===== config.mk =====
export PLATFORM = sky130hd
export DESIGN_NAME = traffic_intersection_ctrl_flat
export DESIGN_NICKNAME = d
export VERILOG_FILES = /design/src/rtl/traffic_pkg.sv /design/src/rtl/traffic_intersection_ctrl_if.sv /design/src/rtl/phase_timer.sv /design/src/rtl/traffic_intersection_ctrl.sv /design/src/flat_wrapper.sv
export SDC_FILE = /design/constraint.sdc
export NUM_CORES = 1
export LEC_CHECK = 0
export ABC_CLOCK_PERIOD_IN_PS = 4600
export BUFFER_PORTS_ARGS = -buffer_cell sky130_fd_sc_hd__buf_2
export CORE_MARGIN = 8
export CORE_UTILIZATION = 40
export DETAILED_ROUTE_END_ITERATION = 10
export PLACE_DENSITY_LB_ADDON = 0.3
export SETUP_SLACK_MARGIN = 0.2
export SLEW_MARGIN = 5
export SYNTH_ARGS = -nofsm -noshare
export SYNTH_HDL_FRONTEND = slang
export SYNTH_SLANG_ARGS = --single-unit

===== constraint.sdc =====
create_clock -name clk -period 4.6 [get_ports clk]
set_clock_uncertainty 0.15 [all_clocks]
set_input_delay 0.92 -clock clk [delete_from_list [all_inputs] [get_ports clk]]
set_output_delay 0.92 -clock clk [all_outputs]
set_load 0.02 [all_outputs]

===== src/rtl/traffic_pkg.sv =====
// Shared definitions for the traffic intersection controller.
//   PHASE_W / Ph*    : FSM state encoding, also exported on the phase output
//   NDirMin/NDirMax  : legal range of the approach count
//   params_ok()      : elaboration-time legality check of the parameter set
package traffic_pkg;

  localparam int unsigned PHASE_W = 3;

  localparam logic [PHASE_W-1:0] PhAllRed = 3'd0;
  localparam logic [PHASE_W-1:0] PhGreen  = 3'd1;
  localparam logic [PHASE_W-1:0] PhYellow = 3'd2;
  localparam logic [PHASE_W-1:0] PhFlash  = 3'd3;

  localparam int unsigned NDirMin = 2;
  localparam int unsigned NDirMax = 8;

  function automatic bit params_ok(int unsigned n_dir, int unsigned cnt_w, int unsigned t_green,
                                   int unsigned t_yellow, int unsigned t_allred,
                                   int unsigned t_walk, int unsigned flash_half);
    longint unsigned lim;
    lim = 64'd1 << cnt_w;
    return (n_dir >= NDirMin) && (n_dir <= NDirMax) &&
           (t_green >= 1) && (t_yellow >= 1) && (t_allred >= 1) && (t_walk >= 1) &&
           (flash_half >= 1) && (t_walk <= t_green) &&
           (64'(t_green) < lim) && (64'(t_yellow) < lim) && (64'(t_allred) < lim) &&
           (64'(t_walk) < lim) && (64'(flash_half) < lim);
  endfunction

endpackage


===== src/rtl/traffic_intersection_ctrl_if.sv =====
// Request/lamp bundle of the traffic intersection controller.
//   ped_req, flash_req           : requests toward the controller
//   red, yellow, green, walk     : per-approach lamp drives
//   cur_dir, phase               : status (approach owning green, FSM state)
// master = request source / lamp observer, slave = controller.
interface traffic_intersection_ctrl_if #(
  parameter int unsigned N_DIR = 2
);
  import traffic_pkg::*;

  localparam int unsigned DIR_W = $clog2(N_DIR);

  logic [N_DIR-1:0]   ped_req;
  logic               flash_req;
  logic [N_DIR-1:0]   red;
  logic [N_DIR-1:0]   yellow;
  logic [N_DIR-1:0]   green;
  logic [N_DIR-1:0]   walk;
  logic [DIR_W-1:0]   cur_dir;
  logic [PHASE_W-1:0] phase;

  modport master (
    output ped_req, flash_req,
    input  red, yellow, green, walk, cur_dir, phase
  );

  modport slave (
    input  ped_req, flash_req,
    output red, yellow, green, walk, cur_dir, phase
  );

endinterface


===== src/rtl/phase_timer.sv =====
// Phase down-counter.
//   clk      : rising-edge clock
//   load     : load load_val this cycle (has priority)
//   load_val : value loaded, normally duration-1
//   cnt      : current count
//   expired  : count reads 0; the owning phase ends in this cycle
// Holds at 0 until reloaded; the owner's reset path forces a load.
module phase_timer #(
  parameter int unsigned CNT_W = 8
) (
  input  logic             clk,
  input  logic             load,
  input  logic [CNT_W-1:0] load_val,
  output logic [CNT_W-1:0] cnt,
  output logic             expired
);

  logic [CNT_W-1:0] cnt_q;

  always_ff @(posedge clk) begin
    if (load) begin
      cnt_q <= load_val;
    end else if (cnt_q != '0) begin
      cnt_q <= cnt_q - 1'b1;
    end
  end

  assign cnt     = cnt_q;
  assign expired = (cnt_q == '0);

endmodule


===== src/rtl/traffic_intersection_ctrl.sv =====
// Round-robin traffic intersection controller with pedestrian walk and flashing-yellow mode.
//   clk : rising-edge clock
//   rst : synchronous active-low reset
//   bus : slave side of traffic_intersection_ctrl_if (requests in, lamps/status out)
// All lamp outputs are registered from the next-state decode, so they line up with phase.
module traffic_intersection_ctrl
  import traffic_pkg::*;
#(
  parameter int unsigned N_DIR      = 2,
  parameter int unsigned CNT_W      = 8,
  parameter int unsigned T_GREEN    = 10,
  parameter int unsigned T_YELLOW   = 3,
  parameter int unsigned T_ALLRED   = 2,
  parameter int unsigned T_WALK     = 6,
  parameter int unsigned FLASH_HALF = 4
) (
  input logic                         clk,
  input logic                         rst,
  traffic_intersection_ctrl_if.slave  bus
);

  localparam int unsigned DIR_W = $clog2(N_DIR);

  if (!params_ok(N_DIR, CNT_W, T_GREEN, T_YELLOW, T_ALLRED, T_WALK, FLASH_HALF)) begin : gen_param_err
    $error("traffic_intersection_ctrl: illegal parameter set");
  end

  logic [PHASE_W-1:0] state_q, state_d;
  logic [DIR_W-1:0]   dir_q, dir_d;
  logic [N_DIR-1:0]   pend_q, pend_d;
  logic               flash_on_q, flash_on_d;
  logic [N_DIR-1:0]   red_q, red_d, yellow_q, yellow_d, green_q, green_d, walk_q, walk_d;
  logic [N_DIR-1:0]   dir_oh_d;
  logic               enter_green;

  logic               tmr_load;
  logic [CNT_W-1:0]   tmr_val;
  logic [CNT_W-1:0]   tmr_cnt;
  logic               tmr_expired;

  phase_timer #(
    .CNT_W (CNT_W)
  ) u_phase_timer (
    .clk      (clk),
    .load     (tmr_load),
    .load_val (tmr_val),
    .cnt      (tmr_cnt),
    .expired  (tmr_expired)
  );

  always_comb begin
    state_d     = state_q;
    dir_d       = dir_q;
    flash_on_d  = flash_on_q;
    pend_d      = pend_q | bus.ped_req;
    enter_green = 1'b0;
    tmr_load    = 1'b0;
    tmr_val     = CNT_W'(T_ALLRED - 1);

    case (state_q)
      PhAllRed: begin
        if (tmr_expired) begin
          tmr_load = 1'b1;
          if (bus.flash_req) begin
            state_d    = PhFlash;
            flash_on_d = 1'b1;
            tmr_val    = CNT_W'(FLASH_HALF - 1);
          end else begin
            state_d     = PhGreen;
            enter_green = 1'b1;
            dir_d       = (dir_q == DIR_W'(N_DIR - 1)) ? '0 : dir_q + 1'b1;
            tmr_val     = CNT_W'(T_GREEN - 1);
          end
        end
      end
      PhGreen: begin
        if (tmr_expired) begin
          state_d  = PhYellow;
          tmr_load = 1'b1;
          tmr_val  = CNT_W'(T_YELLOW - 1);
        end
      end
      PhYellow: begin
        if (tmr_expired) begin
          state_d  = PhAllRed;
          tmr_load = 1'b1;
        end
      end
      PhFlash: begin
        if (tmr_expired) begin
          tmr_load = 1'b1;
          if (!bus.flash_req) begin
            state_d = PhAllRed;
          end else begin
            flash_on_d = ~flash_on_q;
            tmr_val    = CNT_W'(FLASH_HALF - 1);
          end
        end
      end
      default: begin
        state_d  = PhAllRed;
        tmr_load = 1'b1;
      end
    endcase

    dir_oh_d = N_DIR'(1) << dir_d;

    // A request in the green-entry cycle is already folded into pend_d, so it is served here.
    if (enter_green) begin
      pend_d = pend_d & ~dir_oh_d;
    end

    // Reset reaches the timer through its load path.
    if (!rst) begin
      tmr_load = 1'b1;
      tmr_val  = CNT_W'(T_ALLRED - 1);
    end
  end

  // Lamp decode of the next state.
  always_comb begin
    red_d    = '1;
    yellow_d = '0;
    green_d  = '0;
    walk_d   = '0;
    case (state_d)
      PhGreen: begin
        red_d   = ~dir_oh_d;
        green_d = dir_oh_d;
      end
      PhYellow: begin
        red_d    = ~dir_oh_d;
        yellow_d = dir_oh_d;
      end
      PhFlash: begin
        red_d    = '0;
        yellow_d = {N_DIR{flash_on_d}};
      end
      default: ;
    endcase

    // Walk is granted at green entry and held while the next count stays in the first T_WALK.
    if (enter_green) begin
      walk_d = (pend_q[dir_d] || bus.ped_req[dir_d]) ? dir_oh_d : '0;
    end else if (state_q == PhGreen && !tmr_expired &&
                 tmr_cnt > CNT_W'(T_GREEN - T_WALK)) begin
      walk_d = walk_q;
    end
  end

  always_ff @(posedge clk) begin
    if (!rst) begin
      state_q    <= PhAllRed;
      dir_q      <= DIR_W'(N_DIR - 1);
      pend_q     <= '0;
      flash_on_q <= 1'b0;
      red_q      <= '1;
      yellow_q   <= '0;
      green_q    <= '0;
      walk_q     <= '0;
    end else begin
      state_q    <= state_d;
      dir_q      <= dir_d;
      pend_q     <= pend_d;
      flash_on_q <= flash_on_d;
      red_q      <= red_d;
      yellow_q   <= yellow_d;
      green_q    <= green_d;
      walk_q     <= walk_d;
    end
  end

  assign bus.red     = red_q;
  assign bus.yellow  = yellow_q;
  assign bus.green   = green_q;
  assign bus.walk    = walk_q;
  assign bus.cur_dir = dir_q;
  assign bus.phase   = state_q;

endmodule


===== src/flat_wrapper.sv =====
// flat-port wrapper written by rule: the top's interface ports become plain ports
module traffic_intersection_ctrl_flat import traffic_pkg::*;
#(
  parameter int unsigned N_DIR      = 2,
  parameter int unsigned CNT_W      = 8,
  parameter int unsigned T_GREEN    = 10,
  parameter int unsigned T_YELLOW   = 3,
  parameter int unsigned T_ALLRED   = 2,
  parameter int unsigned T_WALK     = 6,
  parameter int unsigned FLASH_HALF = 4
)
  (clk, rst, bus_ped_req, bus_flash_req, bus_red, bus_yellow, bus_green, bus_walk, bus_cur_dir, bus_phase);
  traffic_intersection_ctrl_if #(.N_DIR(N_DIR)) bus_i ();
  input logic clk;
  input logic rst;
  input wire logic [$bits(bus_i.ped_req)-1:0] bus_ped_req;
  input wire logic [$bits(bus_i.flash_req)-1:0] bus_flash_req;
  output wire logic [$bits(bus_i.red)-1:0] bus_red;
  output wire logic [$bits(bus_i.yellow)-1:0] bus_yellow;
  output wire logic [$bits(bus_i.green)-1:0] bus_green;
  output wire logic [$bits(bus_i.walk)-1:0] bus_walk;
  output wire logic [$bits(bus_i.cur_dir)-1:0] bus_cur_dir;
  output wire logic [$bits(bus_i.phase)-1:0] bus_phase;
  assign bus_i.ped_req = bus_ped_req;
  assign bus_i.flash_req = bus_flash_req;
  assign bus_red = bus_i.red;
  assign bus_yellow = bus_i.yellow;
  assign bus_green = bus_i.green;
  assign bus_walk = bus_i.walk;
  assign bus_cur_dir = bus_i.cur_dir;
  assign bus_phase = bus_i.phase;
  traffic_intersection_ctrl #(.N_DIR(N_DIR), .CNT_W(CNT_W), .T_GREEN(T_GREEN), .T_YELLOW(T_YELLOW), .T_ALLRED(T_ALLRED), .T_WALK(T_WALK), .FLASH_HALF(FLASH_HALF)) u_core (.clk(clk), .rst(rst), .bus(bus_i));
endmodule

==> results_dict.tcl, run 1 <==
set metrics [dict create \
    area_delta_synth_final_pct 11.10 \
    p_per_area_nw_per_um2 257.9 \
    synth_ff_type "dfxtp_1" \
    max_freq_mhz 393.9 \
    synth_common_cells "15 x dfxtp_1, 15 x nand2_1, 11 x nor2_1" \
    post_drt_wl_per_cell_um 13.48 \
    seqPwrFrac 0.650 \
    grt_max_degree 15 \
    fin_tns_setup_ns 0 \
    ys_seq_area_frac 0.4524 \
    gp_congestion 0.8369 \
    core_area_um2 2953 \
    swShare 0.2388 \
    synth_area_leaders "dfxtp_1 25%, edfxtp_1 20%, nand2_1 4.7%" \
    cts_made_buffers 3 \
    utilization 0.4496 \
    setup_viol_count_final 0 \
    synth_area_per_cell_um2 9.192 \
    cts_tree "built" \
    drt_wl_total_um 2507 \
    dpl.hpwl_um 1917 \
    clkLatencyLatePin_ns 0.31 \
    drv_slew 0 \
    yosys_warnings 0 \
    end_kind "register" \
    finalWorstPathRequiredPeriod_ns 2.538 \
    fin_crit_sh 0.5518 \
    fin_cells 186 \
    ant_nets 0 \
    synth-seq-cells 23 \
    hold_slack_ns 0.3293 \
    power.switching_uw 81.75 \
    firstDrtPassIters 4 \
    internal_power_uw 260.6 \
    placedCellCount 182 \
    htreeDepth 1 \
    routed_via_density 5.274 \
    first_global_vias 981 \
    crit_slowest_cell "nor3b_2" \
    post_cts_buffers 0 \
    synthArstFlopShare 0 \
    clock_power_share 0.270 \
    die_y_um 70.66 \
    nets 162 \
    cts-resized-gates 0 \
    hold_buffers 0 \
    slew_headroom 0.5979 \
    drive_gt1_frac 0.1634 \
    status "finished clean" \
    synth-edff-count 8 \
    port_buffers 16 \
    clockRootBuffer "clkbuf_4" \
    critPathLaunchType "register" \
    p_leak_uw 0.0005189 \
    worstPathMaxFanout 10 \
    cap_violations 0 \
    syn_inst 130 \
    synth_top_area_share 0.2513 \
    grt_pass1_wl_um 4505 \
    drt_iter0_markers 27 \
    vias 981 \
    die_x_um 70.66 \
    cts.sinks 23 \
    path_cells "inv_1, ha_1, nor3b_2, and2_1, mux2i_1, or3_4, a211oi_1" \
    synthesis.area_um2 1195 \
    initial_core_util 0.4047 \
    antenna_found_initial 0 \
    clkTransAtPathRegs_ns 0.12 \
    worstPathArrival_ns 2.62 \
    fillCellCount 310 \
    synth_top_area_cell "dfxtp_1" \
    vdd_drop_max_mv 0.1284 \
    pin_count 17 \
    grt_usage 0.1098 \
    hold_viol 0 \
    dieArea_um2 4992 \
    required_ns 4.68 \
    diodes 0 \
    hold_class "register to register" \
    overflow 0 \
    p_comb_frac 0.080 \
    rsz0062_at_grt "no" \
    core.rowCount 20 \
    tightest_slew_ns 0.6005 \
    drc 0 \
    cpPeakStageDelay_ns 0.52 \
    path_class "register to register" \
    clockBufferDepth 2 \
    yosysUniqueCellTypes 36 \
]
## cells in the final DEF (no fill, tap or decap), types with 5 or more instances in the layout
master,instances
a211oi_1,5
a21oi_1,5
buf_2,16
conb_1,9
dfxtp_1,15
edfxtp_1,8
inv_1,8
nand2_1,15
nand3_1,5
nor2_1,11
nor3_1,7
o21ai_0,7
xnor2_1,5
## per-stage QoR
stage	worst slack [ns]	total power, µW	area (µm²)
floorplan	2.511	245.3	1221
global placement	2.251	253.3	1301
detailed placement	2.127	254.1	1301
CTS	2.101	346.5	1328
global route	1.817	361.3	1328
finish	2.062	342.4	1328
## layout make-up
cell class              instances  area (µm²)  area share
clock buffers                   4       26.28     0.01979
repair buffers                 16       80.08     0.06032
well taps                      33       41.29     0.03110
flip-flops and latches         23       540.5      0.4072
multi-input cells             102       609.3      0.4590
inverters                       8       30.03     0.02262
## cells by family (layout without fill, tap and decap cells)
family / count (synthesis) / after routing / share of synthesized area
AO/OA/AOI/OAI: 28 / 28 / 0.1508
XOR/XNOR: 6 / 6 / 0.04398
adder cells (fa/ha/maj): 3 / 3 / 0.03142
buffers and inverters: 12 / 28 / 0.05969
flip-flops: 23 / 23 / 0.4524
multiplexers: 1 / 1 / 0.008377
other: 2 / 9 / 0.006285
AND/OR/NAND/NOR: 55 / 55 / 0.2471
## critical path: cells and delay by family, from the launching register on
kind,cells,cell delay (ns)
AO/OA/AOI/OAI,1,0.18
adder cells (fa/ha/maj),1,0.16
buffers and inverters,1,0.10
flip-flops,1,0.43
multiplexers,1,0.15
AND/OR/NAND/NOR,3,1.29
## flip-flops by register name (all words and copies together), names as in the netlist
name,count
u_core.bus.yellow,2
u_core.bus.phase,3
u_core.bus.red,2
u_core.bus.walk,2
u_core.u_phase_timer.cnt,8
u_core.bus.cur_dir,1
u_core.pend_q,2
u_core.bus.green,2
u_core.flash_on_q,1
## power groups by stage
stage	clock [µW]	sequential [µW]	combinational, µW
2_1_floorplan	0	227	18.8
4_1_cts	96.7	223	27.1
5_1_grt	106	224	31.2
6_report	92.4	223	27.3
3_5_place_dp	0	227	26.9
3_3_place_gp	0	227	26.6
## routing by layer
layer  wire length, µm  track usage  vias to the layer above
met3                66      0.02825                        5
met2              1259       0.1804                       20
met5                 0            0                        -
li1                  -            -                      496
met1              1141       0.1312                      460
met4                39      0.04850                        0
## final timing paths
kind	start	end	slack (ns)	depth (start not counted)
min	u_core.bus.walk[1]	u_core.bus.walk[1]	0.33	2
max	u_core.u_phase_timer.cnt[0]	u_core.bus.yellow[1]	2.06	7
max reg2reg	u_core.u_phase_timer.cnt[0]	u_core.bus.yellow[1]	2.06	7
min reg2reg	u_core.bus.walk[1]	u_core.bus.walk[1]	0.33	2
(Power assumes the default switching activity.)
==> run 2, diff against run 1 <==
Settings changed: ABC_CLOCK_PERIOD_IN_PS 4600 to 2100.
Clock period 4.6 ns to 2.1 ns, I/O delays scaled along.
==> run 2 against run 1 <==
Count of clock-buffer cells in the layout unchanged. Core utilization is 8.6 points higher. Design area grew 19%. Sequential share of layout area fell by 6.5 points. Sequential cell count stayed put. Die area did not move. Non-clock buffer count up 19. Hold slack worse by 0.15 ns. Clock power increased by 120%. Largest power group unchanged. Maximum frequency increased by 25%. Via count increased by 7.6%. Critical path depth grew 2.
==> results_dict.tcl, run 2 (synthesis results as in run 1) <==
set metrics [dict create \
    hold_viol 0 \
    path_class "register to register" \
    clockRootBuffer "clkbuf_4" \
    drive_gt1_frac 0.3488 \
    cap_violations 0 \
    critPathLaunchType "register" \
    rsz0062_at_grt "yes" \
    nets 181 \
    drc 0 \
    initial_core_util 0.4047 \
    clockBufferDepth 2 \
    largest_reg_flops 8 \
    setup_viol_count_final 0 \
    worstPathArrival_ns 2.12 \
    overflow 0 \
    endpoint "u_core.bus.yellow[0]" \
    hold_slack_ns 0.1819 \
    fin_crit_sh 0.9653 \
    diodes 0 \
    cts_made_buffers 3 \
    r2r_cells 9 \
    hold_buffers 0 \
    slew_headroom 0.6426 \
    pin_count 17 \
    drv_slew 0 \
    hold_path_depth 2 \
    area_delta_synth_final_pct 32.25 \
    core.rowCount 20 \
    p_leak_uw 0.0006563 \
    layout_common_cells "16 x buf_2, 15 x buf_4, 15 x dfxtp_1, 14 x nand2_1" \
    cts.sinks 23 \
    clkTransAtPathRegs_ns 0.12 \
    routed_via_density 5.151 \
    cts_tree "built" \
    htreeDepth 1 \
    ant_nets 0 \
    fin_cells 205 \
    vias 1056 \
    p_per_area_nw_per_um2 495.4 \
    utilization 0.5352 \
    dpl.hpwl_um 1893 \
    first_global_vias 1008 \
    die_y_um 70.66 \
    die_x_um 70.66 \
    clkLatencyLatePin_ns 0.31 \
    fin_tns_setup_ns 0 \
    worstPathMaxFanout 3 \
    power_uw 782.9 \
    antenna_found_initial 0 \
    port_buffers 16 \
    drt_iter0_markers 47 \
    regToRegSetupSlack_ns 0.07 \
    grt_max_degree 15 \
    r2r_start "u_core.u_phase_timer.cnt[0]" \
    gp_congestion 0.8792 \
    placedCellCount 189 \
    status "finished clean" \
    layout_commonest_cell "buf_2" \
    firstDrtPassIters 4 \
    tightest_slew_ns 0.5353 \
    drt_wl_total_um 2837 \
    post_drt_wl_per_cell_um 13.84 \
    core_area_um2 2953 \
    max_freq_mhz 493.3 \
    crit_start "u_core.u_phase_timer.cnt[0]" \
    dieArea_um2 4992 \
    required_ns 2.20 \
    hold_class "input port to register" \
    vdd_drop_max_mv 0.3188 \
    end_kind "register" \
    finalWorstPathRequiredPeriod_ns 2.027 \
    grt_usage 0.1077 \
    r2r_end "u_core.bus.yellow[0]" \
    grt_pass1_wl_um 4360 \
]
run 2: cell types whose count changed in the layout (fill, tap and decap cells not counted), sizes merged:
cell  before  now
buf       16   35
run 2: critical path, stage by stage (launching register included):
cell	delay (ns)
edfxtp_1	0.39
inv_2	0.07
ha_4	0.16
nor3b_4	0.16
buf_4	0.15
buf_6	0.12
a31oi_4	0.18
nor2_2	0.06
or3_4	0.35
a211oi_2	0.19
run 2: layout make-up:
| class | instances | area [µm²] |
|---|---|---|
| multi-input cells | 102 | 704.4 |
| clock buffers | 4 | 26.28 |
| inverters | 8 | 30.03 |
| repair buffers | 35 | 237.7 |
| fillers | 280 | 1373 |
| flip-flops and latches | 23 | 540.5 |
| well taps | 33 | 41.29 |
run 2: worst min path at each step:
stage,startpoint,endpoint,slack (ns)
finish,rst,u_core.bus.cur_dir,0.18
global route,rst,u_core.bus.cur_dir,0.18
CTS,rst,u_core.bus.cur_dir,0.18
detailed placement,u_core.bus.walk[1],u_core.bus.walk[1],0.31
global placement,u_core.bus.walk[0],u_core.bus.walk[0],0.29
floorplan,rst,u_core.bus.cur_dir,0.33
run 2: per-stage QoR:
step                      setup slack (ns)  cell area (µm²)
after floorplan                    0.08233             1240
after global placement             0.08921             1373
after detailed placement           0.03223             1373
after CTS                           0.1131             1478
after global routing               0.01209             1580
final                              0.07277             1580
run 2: report_power, final:
part           internal [µW]  total, µW  switching (µW)
clock network           74.2        204             130
logic                   42.7       90.9            48.3
registers                474        488            13.3
total                    591        783             192
run 2: layer usage:
layer / track usage / vias to the layer above / wire length (µm)
li1: - / 535 / -
met1: 0.1195 / 497 / 1235
met2: 0.1866 / 20 / 1447
met3: 0.02684 / 4 / 112
met4: 0.05312 / 0 / 42
met5: 0 / - / 0
run 2: timing repair:
| action | 4_1_cts | 5_1_grt |
|---|---|---|
| pin swaps | 3 | 3 |
| gates resized for setup | 8 | 15 |
| setup endpoints to repair | 12 | 14 |
| setup buffers | 7 | 5 |
